`config.mk`:
```
export PLATFORM = sky130hd
export DESIGN_NAME = shift_unit_seq_16_flat
export DESIGN_NICKNAME = d
export VERILOG_FILES = /design/src/rtl/shift_unit_seq_16_if.sv /design/src/rtl/shift_unit_seq_16.sv /design/src/flat_wrapper.sv
export SDC_FILE = /design/constraint.sdc
export NUM_CORES = 1
export LEC_CHECK = 0
export ABC_AREA = 1
export BUFFER_PORTS_ARGS = -buffer_cell sky130_fd_sc_hd__buf_2
export CORE_ASPECT_RATIO = 1.4
export CORE_MARGIN = 4
export CORE_UTILIZATION = 51
export CTS_CLUSTER_SIZE = 10
export DETAILED_ROUTE_END_ITERATION = 10
export GPL_TIMING_DRIVEN = 0
export PLACE_DENSITY = 0.84
export SETUP_SLACK_MARGIN = 0.1
export SLEW_MARGIN = 20
export SYNTH_ARGS = -nofsm -noshare
export SYNTH_HDL_FRONTEND = slang
export SYNTH_SLANG_ARGS = --single-unit
```
`constraint.sdc`:
```
create_clock -name clk -period 1.65 [get_ports clk]
set_clock_uncertainty 0.2 [all_clocks]
set_input_delay 0 -clock clk [delete_from_list [all_inputs] [get_ports clk]]
set_output_delay 0 -clock clk [all_outputs]
set_load 0.05 [all_outputs]
```
`src/rtl/shift_unit_seq_16_if.sv`:
```
// Request/response bundle between the execute-stage control FSM and the
// multi-cycle shifter.
//   start   : request a shift (taken only while ready=1)
//   op      : 00=SLL 01=SRL 10=SRA 11=ROL
//   operand : value to shift
//   shamt   : shift amount 0..2**SHW-1
//   ready   : shifter idle, start will be accepted this cycle
//   done    : one-cycle pulse, result final
//   result  : shifted value, held from done until the next accept
interface shift_unit_seq_16_if #(
    parameter int unsigned WIDTH = 16,
    parameter int unsigned SHW   = 4
);
    logic             start;
    logic [1:0]       op;
    logic [WIDTH-1:0] operand;
    logic [SHW-1:0]   shamt;
    logic             ready;
    logic             done;
    logic [WIDTH-1:0] result;

    // Requester side (control FSM)
    modport master (
        output start, op, operand, shamt,
        input  ready, done, result
    );

    // Shifter side
    modport slave (
        input  start, op, operand, shamt,
        output ready, done, result
    );
endinterface

```
`src/rtl/shift_unit_seq_16.sv`:
```
// Multi-cycle 16-bit shifter, one bit position per clock.
// Supports SLL, SRL, SRA and ROL behind a start/ready/done handshake; the
// registered result feeds the writeback mux and done steers its select.
//   clk : system clock, rising edge
//   rst : synchronous active-low reset
//   bus : shift_unit_seq_16_if slave modport (start/op/operand/shamt in,
//         ready/done/result out); all outputs come straight from flops.
module shift_unit_seq_16 #(
    parameter int unsigned WIDTH = 16,
    parameter int unsigned SHW   = 4
) (
    input  logic                 clk,
    input  logic                 rst,
    shift_unit_seq_16_if.slave   bus
);

    typedef enum logic [1:0] {
        ST_IDLE  = 2'd0,
        ST_SHIFT = 2'd1,
        ST_DONE  = 2'd2
    } state_e;

    typedef enum logic [1:0] {
        OP_SLL = 2'd0,
        OP_SRL = 2'd1,
        OP_SRA = 2'd2,
        OP_ROL = 2'd3
    } op_e;

    state_e           state_q, state_d;
    op_e              op_q, op_d;
    logic [WIDTH-1:0] result_q, result_d;
    logic [SHW-1:0]   count_q, count_d;
    logic             ready_q, ready_d;
    logic             done_q, done_d;

    // State and datapath registers
    always_ff @(posedge clk) begin
        if (!rst) begin
            state_q  <= ST_IDLE;
            op_q     <= OP_SLL;
            result_q <= '0;
            count_q  <= '0;
            ready_q  <= 1'b1;
            done_q   <= 1'b0;
        end else begin
            state_q  <= state_d;
            op_q     <= op_d;
            result_q <= result_d;
            count_q  <= count_d;
            ready_q  <= ready_d;
            done_q   <= done_d;
        end
    end

    // Next-state, datapath and registered-output decode
    always_comb begin
        state_d  = state_q;
        op_d     = op_q;
        result_d = result_q;
        count_d  = count_q;

        unique case (state_q)
            ST_IDLE: begin
                if (bus.start) begin
                    op_d     = op_e'(bus.op);
                    result_d = bus.operand;
                    count_d  = bus.shamt;
                    state_d  = (bus.shamt != '0) ? ST_SHIFT : ST_DONE;
                end
            end
            ST_SHIFT: begin
                unique case (op_q)
                    OP_SLL: result_d = {result_q[WIDTH-2:0], 1'b0};
                    OP_SRL: result_d = {1'b0, result_q[WIDTH-1:1]};
                    OP_SRA: result_d = {result_q[WIDTH-1], result_q[WIDTH-1:1]};
                    OP_ROL: result_d = {result_q[WIDTH-2:0], result_q[WIDTH-1]};
                    default: result_d = result_q;
                endcase
                count_d = count_q - SHW'(1);
                // Final shift happens on the same edge that leaves SHIFT
                if (count_q == SHW'(1)) begin
                    state_d = ST_DONE;
                end
            end
            ST_DONE: begin
                state_d = ST_IDLE;
            end
            default: begin
                state_d = ST_IDLE;
            end
        endcase

        // Outputs are decoded from the next state so they appear registered
        ready_d = (state_d == ST_IDLE);
        done_d  = (state_d == ST_DONE);
    end

    assign bus.ready  = ready_q;
    assign bus.done   = done_q;
    assign bus.result = result_q;

endmodule
```
`src/flat_wrapper.sv`:
```
// flat-port wrapper written by rule: the top's interface ports become plain ports
module shift_unit_seq_16_flat 
#(
    parameter int unsigned WIDTH = 16,
    parameter int unsigned SHW   = 4
)
  (clk, rst, bus_start, bus_op, bus_operand, bus_shamt, bus_ready, bus_done, bus_result);
  shift_unit_seq_16_if #(.WIDTH(WIDTH), .SHW(SHW)) bus_i ();
  input  logic clk;
  input  logic rst;
  input wire logic [$bits(bus_i.start)-1:0] bus_start;
  input wire logic [$bits(bus_i.op)-1:0] bus_op;
  input wire logic [$bits(bus_i.operand)-1:0] bus_operand;
  input wire logic [$bits(bus_i.shamt)-1:0] bus_shamt;
  output wire logic [$bits(bus_i.ready)-1:0] bus_ready;
  output wire logic [$bits(bus_i.done)-1:0] bus_done;
  output wire logic [$bits(bus_i.result)-1:0] bus_result;
  assign bus_i.start = bus_start;
  assign bus_i.op = bus_op;
  assign bus_i.operand = bus_operand;
  assign bus_i.shamt = bus_shamt;
  assign bus_ready = bus_i.ready;
  assign bus_done = bus_i.done;
  assign bus_result = bus_i.result;
  shift_unit_seq_16 #(.WIDTH(WIDTH), .SHW(SHW)) u_core (.clk(clk), .rst(rst), .bus(bus_i));
endmodule
```
==> summary.log, run 1 <==
INFO  status         status=finished clean
INFO  synthesis      post-synth-top-area-fraction=36.1%
INFO  clock_tree     cts_max_level=1
INFO  clock_tree     cts_tree=built
INFO  timing         total_count_of_hold_check_failures_in_the_final_report=0
INFO  grt            grt-ovfl-total=0
INFO  clock_tree     cts_setup_buffers=0
INFO  cells_and_area final_common_cell=nand2_1
INFO  detailed_routing drt-total-wl=3980µm
INFO  pwr            p_int=1030µW
INFO  worst_setup_path biggest_cell_delay_along_the_critical_path=360ps
INFO  timing         final-max-slew-violation-count=0
INFO  pwr            worst_ir_drop_vdd=570µV
INFO  pwr            p_per_area=882mW/mm²
INFO  floorplan      core_area=0.00267mm²
INFO  cells_and_area nFillCells=236
INFO  floorplan      fp.dieArea=0.00376mm²
INFO  pwr            share_clk_of_total_power=15.3%
INFO  synthesis      netlist-cell-type-count=23
INFO  detailed_routing detail_route.wl_per_cell=12.5µm
INFO  worst_setup_path worstSetupPathType=register to register
INFO  worst_setup_path worst-endpoint-required=1700ps
INFO  grt            largest_net_degree_at_the_start_of_global_routing=14
INFO  synthesis      netlist_top_cells_area=dfxtp_1 36%, nand2_1 12%, o21ai_0 11%
INFO  cells_and_area area_delta_synth_final=36.0%
INFO  worst_setup_path cpMaxStageDelayCell=dfxtp_2
INFO  place          dpl-instance-area=0.00170mm²
INFO  worst_setup_path cp.arrival=1450ps
INFO  floorplan      rows=22
INFO  worst_setup_path timing.critical_path.fanout_max=10
INFO  clock_tree     cts_sinks=26
INFO  timing         hold_slack=278ps
INFO  detailed_routing avgViaCountPerCell=5.09
INFO  cells_and_area final_nets=310
INFO  floorplan      floorplan.die.width=53.0µm
INFO  cells_and_area footprint_of_the_multi_input_gates=743µm²
INFO  timing         post-route-min-period=1400ps
INFO  synthesis      synth_cells=212
INFO  pwr            static-leakage-power=0.000947µW
INFO  place          portBuffers=42
INFO  place          dp_hpwl=2690µm
INFO  synthesis      synth.ff_latch_count=26
INFO  worst_setup_path crit_top_cell=nand2_4
INFO  clock_tree     clk_root_buffer_cell=clkbuf_4
INFO  grt            grt_usage=23.9%
INFO  pwr            sw_pwr=702µW
INFO  timing         fin_tns_setup=0ps
INFO  synthesis      postSynthNetCount=239
INFO  timing         grt_setup_unrepaired=no
INFO  clock_tree     max-clock-path-buffers=2
INFO  synthesis      syn-cell-area=0.00144mm²
INFO  worst_hold_path min_path_type=primary input to register
INFO  detailed_routing drt_first_pass_iters=4
INFO  timing         post-route-period-util=85.1%
INFO  worst_setup_path worst_setup_path_start_kind=register
INFO  detailed_routing drc=0
INFO  pwr            power_frac_comb=40.9%
INFO  cells_and_area diodes_inserted=0
INFO  place          placedCellCount=290
INFO  grt            antenna_violations_before_repair=0
INFO  grt            wire_length_of_the_first_global_routing_pass=6980µm
INFO  clock_tree     clock_latency=310ps
INFO  detailed_routing drt.antenna.violating_nets=0
INFO  detailed_routing routed-via-count=1612
INFO  grt            grt_pass1_vias=1646
INFO  clock_tree     cts_buffers=3
INFO  cells_and_area seq_area=522µm²
INFO  detailed_routing drt-initial-drc-count=50
INFO  timing         count_of_final_setup_violators=0
INFO  place          globalplace.congestion=0.856
INFO  synthesis      synthesis_warning_total=0
INFO  worst_setup_path crit_path_cell_trace=inv_2 -> nand2_4 -> nand2_4 -> buf_6 -> o21ai_0 -> a21oi_1
INFO  clock_tree     clkTransAtPathRegs=130ps
INFO  timing         fmaxAchievable=712MHz
INFO  pwr            power_switching_share=40.6%
INFO  floorplan      top_level_ports=43
INFO  cells_and_area fin_cells=317
INFO  synthesis      synth_largest_area_cell=dfxtp_1
INFO  floorplan      die_height=70.9µm
INFO  cells_and_area fraction_of_layout_cells_with_a_size_suffix_above_1=22.8%
INFO  synthesis      ys_seq_area_share=36.1%
INFO  timing         worst_slew_margin_rel=68.4%
INFO  timing         worst_slew_pin_slew=475ps
INFO  worst_setup_path cp-end-kind=register
INFO  cells_and_area final_cell_mix=48 x nand2_1, 43 x buf_2, 30 x o21ai_0
INFO  floorplan      initial_utilization=54.0%
INFO  synthesis      syn_avg_cell_area=6.80µm²
INFO  pwr            power.share.sequential=43.8%
INFO  cells_and_area design_area=0.00196mm²
INFO  job            maxCapViolCount=0
## synth_stat cells (all sizes together)
| master | number |
|---|---|
| clkbuf | 3 |
| o22a | 1 |
| o21ai | 33 |
| nand4 | 1 |
| inv | 29 |
| nor3 | 1 |
| dfxtp | 26 |
| buf | 6 |
| a21oi | 22 |
| xor2 | 1 |
| nor2 | 10 |
| nand2 | 53 |
| nand3 | 21 |
| ha | 2 |
| o211ai | 3 |
## flip-flops by register name, summed over array words and instances (netlist names)
register / count
u_core.bus.done: 1
u_core.bus.ready: 1
u_core.bus.result: 16
u_core.count_q: 4
u_core.op_q: 2
u_core.state_q: 2
## worst max-delay path, delay by kind of cell (launching register included)
| family | cells | cell delay [ps] |
|---|---|---|
| flip-flops | 1 | 360 |
| AO/OA/AOI/OAI | 2 | 220 |
| buffers and inverters | 2 | 290 |
| AND/OR/NAND/NOR | 2 | 270 |
## stage by stage
step	power, µW	setup slack [ps]	util, %
after global routing	1860	122	73.5
after detailed placement	1430	232	63.6
final	1730	246	73.5
after CTS	1730	200	73.4
after global placement	1420	252	63.6
after floorplan	1270	260	-
## power groups by stage
stage | clock network (µW) | registers [µW] | logic [µW]
floorplan | 0 | 931 | 336
global placement | 0 | 768 | 648
detailed placement | 0 | 771 | 657
CTS | 275 | 757 | 703
global route | 300 | 768 | 790
finish | 264 | 758 | 708
## cells by family after synthesis
family	Yosys count	share of synthesized area (%)
compound gates	59	21.2
flops	26	36.1
buf+inv	38	12.4
xor+xnor	1	0.607
simple gates	86	27.9
fa+ha+maj	2	1.73
## routing by layer
| metal | part of all wire [%] | track usage (%) |
|---|---|---|
| met4 | 3.3 | 11.9 |
| met2 | 52 | 40.2 |
| met5 | 0 | 0 |
| met3 | 4.2 | 2.53 |
| met1 | 41 | 29.2 |
## timing repair
action / CTS / global route
gates resized for setup: 0 / 2
hold buffers: 24 / 0
endpoints found under the hold margin: 26 / 0
setup endpoints to repair: 0 / 3
## cell type report
| cell class | count | area share [%] |
|---|---|---|
| tap | 36 | 2.30 |
| sequential | 26 | 26.6 |
| multi-input combinational | 148 | 37.9 |
| buffer | 9 | 3.57 |
| inverter | 29 | 5.55 |
| timing repair buffer | 66 | 23.0 |
| clock buffer | 3 | 1.15 |
## path summary, 6_finish.rpt
| check | startpoint | endpoint | slack, ps | depth (start not counted) |
|---|---|---|---|---|
| hold / removal | bus_shamt[1] | u_core.count_q[1] | 280 | 4 |
| setup reg to reg | u_core.state_q[1] | u_core.bus.result[7] | 250 | 6 |
| hold reg to reg | u_core.bus.result[0] | u_core.bus.result[0] | 300 | 2 |
| setup / recovery | u_core.state_q[1] | u_core.bus.result[7] | 250 | 6 |
(Power assumes the default switching activity.)
==> run 2, diff against run 1 <==
--- a/config.mk
+++ b/config.mk
@@ -6,14 +6,14 @@
 export NUM_CORES = 1
 export LEC_CHECK = 0
 export ABC_AREA = 1
-export BUFFER_PORTS_ARGS = -buffer_cell sky130_fd_sc_hd__buf_2
 export CORE_ASPECT_RATIO = 1.4
-export CORE_MARGIN = 4
-export CORE_UTILIZATION = 51
+export CORE_MARGIN = 3
+export CORE_UTILIZATION = 61
 export CTS_CLUSTER_SIZE = 10
 export DETAILED_ROUTE_END_ITERATION = 10
+export DONT_BUFFER_PORTS = 1
 export GPL_TIMING_DRIVEN = 0
-export PLACE_DENSITY = 0.84
+export PLACE_DENSITY = 0.82
 export SETUP_SLACK_MARGIN = 0.1
 export SLEW_MARGIN = 20
 export SYNTH_ARGS = -nofsm -noshare
==> summary.log, run 2 (synthesis gave the netlist of run 1 again) <==
INFO  status         status=finished clean
INFO  timing         final-max-slew-violation-count=0 [unchanged]
INFO  worst_hold_path timing.hold.worst_endpoint=u_core.count_q[1]
INFO  timing         post-route-min-period=1480ps [+80.7 ps]
INFO  place          globalplace.congestion=0.842 [-1.6%]
INFO  detailed_routing drt-total-wl=4110µm [+3.4%]
INFO  timing         fin_tns_setup=0ps [unchanged]
INFO  floorplan      fp.dieArea=0.00299mm² [-20%]
INFO  grt            antenna_violations_before_repair=0 [unchanged]
INFO  worst_setup_path worst-endpoint-required=1670ps [-30 ps]
INFO  cells_and_area area_delta_synth_final=21.9%
INFO  worst_setup_path biggest_cell_delay_along_the_critical_path=420ps [+60 ps]
INFO  pwr            p_per_area=998mW/mm² [+13%]
INFO  detailed_routing drc=0 [unchanged]
INFO  floorplan      rows=20 [-9.1%]
INFO  cells_and_area largest_reg_flops=16 [unchanged]
INFO  grt            grt-ovfl-total=0 [unchanged]
INFO  timing         worst_slew_pin_slew=602ps [+127 ps]
INFO  grt            wire_length_of_the_first_global_routing_pass=6820µm [-2.3%]
INFO  place          portBuffers=0 [-100%]
INFO  cells_and_area fraction_of_layout_cells_with_a_size_suffix_above_1=11.3% [-12 points]
INFO  detailed_routing drt_first_pass_iters=4 [unchanged]
INFO  floorplan      core_area=0.00220mm² [-18%]
INFO  worst_setup_path crit_top_cell=nand2_4
INFO  clock_tree     clock_latency=330ps [+20 ps]
INFO  place          placedCellCount=234 [-19%]
INFO  detailed_routing detail_route.wl_per_cell=15.7µm [+25%]
INFO  clock_tree     cts_tree=built
INFO  clock_tree     cts_sinks=26 [unchanged]
INFO  floorplan      floorplan.die.width=47.1µm [-11%]
INFO  grt            grt_pass1_vias=1556 [-5.5%]
INFO  clock_tree     max-clock-path-buffers=2 [unchanged]
INFO  worst_setup_path reg2reg_launch_point=u_core.state_q[1]
INFO  cells_and_area final_nets=268 [-14%]
INFO  timing         post-route-period-util=90.0% [+4.9 points]
INFO  cells_and_area final_common_cell=nand2_1
INFO  clock_tree     cts_max_level=1 [unchanged]
INFO  floorplan      top_level_ports=43 [unchanged]
INFO  worst_setup_path worstSetupPathType=register to register
INFO  worst_setup_path cpMaxStageDelayCell=dfxtp_1
INFO  worst_hold_path min_delay_path_depth=3 [-1]
INFO  timing         total_count_of_hold_check_failures_in_the_final_report=0 [unchanged]
INFO  detailed_routing avgViaCountPerCell=5.86 [+15%]
INFO  job            maxCapViolCount=0 [unchanged]
INFO  grt            largest_net_degree_at_the_start_of_global_routing=15 [+1]
INFO  timing         count_of_final_setup_violators=0 [unchanged]
INFO  pwr            static-leakage-power=0.000774µW [-18%]
INFO  cells_and_area fin_cells=262 [-17%]
INFO  detailed_routing drt-initial-drc-count=71 [+42%]
INFO  worst_hold_path min-delay-start=bus_shamt[1]
INFO  detailed_routing routed-via-count=1536 [-4.7%]
INFO  cells_and_area diodes_inserted=0 [unchanged]
INFO  cells_and_area final_cell_mix=48 x nand2_1, 31 x o21ai_0, 26 x inv_1
INFO  worst_hold_path min_path_type=primary input to register
INFO  floorplan      initial_utilization=65.5% [+11 points]
INFO  worst_setup_path worst-r2r-cell-count=6 [unchanged]
INFO  clock_tree     clk_root_buffer_cell=clkbuf_4
INFO  timing         worst_slew_margin_rel=59.8% [-8.5 points]
INFO  grt            grt_usage=30.7% [+6.8 points]
INFO  cells_and_area nFillCells=174 [-26%]
INFO  worst_setup_path crit_path_cell_trace=inv_2 -> nand2_4 -> nand2_4 -> buf_6 -> o21ai_0 -> a21oi_1
INFO  place          dp_hpwl=2680µm [-0.18%]
INFO  clock_tree     cts_buffers=3 [unchanged]
INFO  timing         fmaxAchievable=674MHz [-5.4%]
INFO  timing         grt_setup_unrepaired=no
INFO  worst_setup_path cp-end-kind=register
INFO  worst_setup_path worst_r2r_endpoint=u_core.bus.result[4]
INFO  detailed_routing drt.antenna.violating_nets=0 [unchanged]
INFO  floorplan      die_height=63.5µm [-10%]
INFO  worst_setup_path worst-r2r-setup-slack=170ps [-80 ps]
INFO  worst_setup_path worst_setup_path_start_kind=register
INFO  worst_setup_path timing.critical_path.fanout_max=10 [unchanged]
INFO  worst_setup_path cp.arrival=1510ps [+60 ps]
INFO  pwr            worst_ir_drop_vdd=816µV [+43%]
INFO  clock_tree     clkTransAtPathRegs=150ps [+20 ps]
==> run 2: cell count changes in the layout (fill, tap and decap cells not counted), sizes merged <==
cell / before / now
clkbuf: 6 / 7
buf: 48 / 6
==> run 2: critical path: cells and delay by family (launching register included) <==
kind                   cells  cell delay, ps
AO/OA/AOI/OAI              2             240
AND/OR/NAND/NOR            2             250
flip-flops                 1             420
buffers and inverters      2             260
==> run 2: how the worst max path moves through the flow <==
stage                          start               endpoint  slack [ps]  depth (start not counted)
4_1_cts        u_core.bus.result[15]   u_core.bus.result[0]         130                          6
6_report           u_core.state_q[1]   u_core.bus.result[4]         170                          6
5_1_grt            u_core.state_q[1]  u_core.bus.result[15]          90                          6
2_1_floorplan  u_core.bus.result[15]   u_core.bus.result[0]         260                          6
3_5_place_dp   u_core.bus.result[15]   u_core.bus.result[0]         160                          6
3_3_place_gp   u_core.bus.result[15]   u_core.bus.result[0]         190                          6
==> run 2: metal layers <==
metal / track usage (%) / part of all wire, %
met2: 52.6 / 53
met4: 11.8 / 2.9
met5: 0 / 0
met3: 6.86 / 7.5
met1: 34.7 / 37
==> run 2: area by class of cell <==
| cell class | instances | area, µm² | area share [%] |
|---|---|---|---|
| Timing Repair Buffer | 24 | 240 | 13.7 |
| Sequential cell | 26 | 524 | 29.8 |
| Tap cell | 22 | 27.5 | 1.57 |
| Inverter | 29 | 109 | 6.19 |
| Multi-Input combinational cell | 148 | 751 | 42.7 |
| Clock buffer | 4 | 36.3 | 2.06 |
| Buffer | 9 | 70.1 | 3.99 |
==> run 2: repair_timing <==
item | CTS | global route
resized for setup | 0 | 5
hold buffers | 24 | 0
buffers inserted | 0 | 0
hold endpoints to repair | 26 | 0
endpoints found under the setup margin | 0 | 3
==> run 2: report_power, final <==
part	total [µW]	internal, µW	switching, µW
registers	939	699	240
logic	486	197	289
clock network	328	135	193
==> run 2: stage by stage <==
stage          power [µW]  hold WS, ps  setup WS, ps  cell area (µm²)  utilization (%)
2_1_floorplan        1270        -57.9           260             1440                -
3_3_place_gp         1340        -44.0           190             1470             66.8
3_5_place_dp         1360        -24.2           158             1470             66.8
4_1_cts              1730          187           128             1750             79.3
5_1_grt              1860          220          94.0             1760             79.8
6_report             1750          212           166             1760             79.8
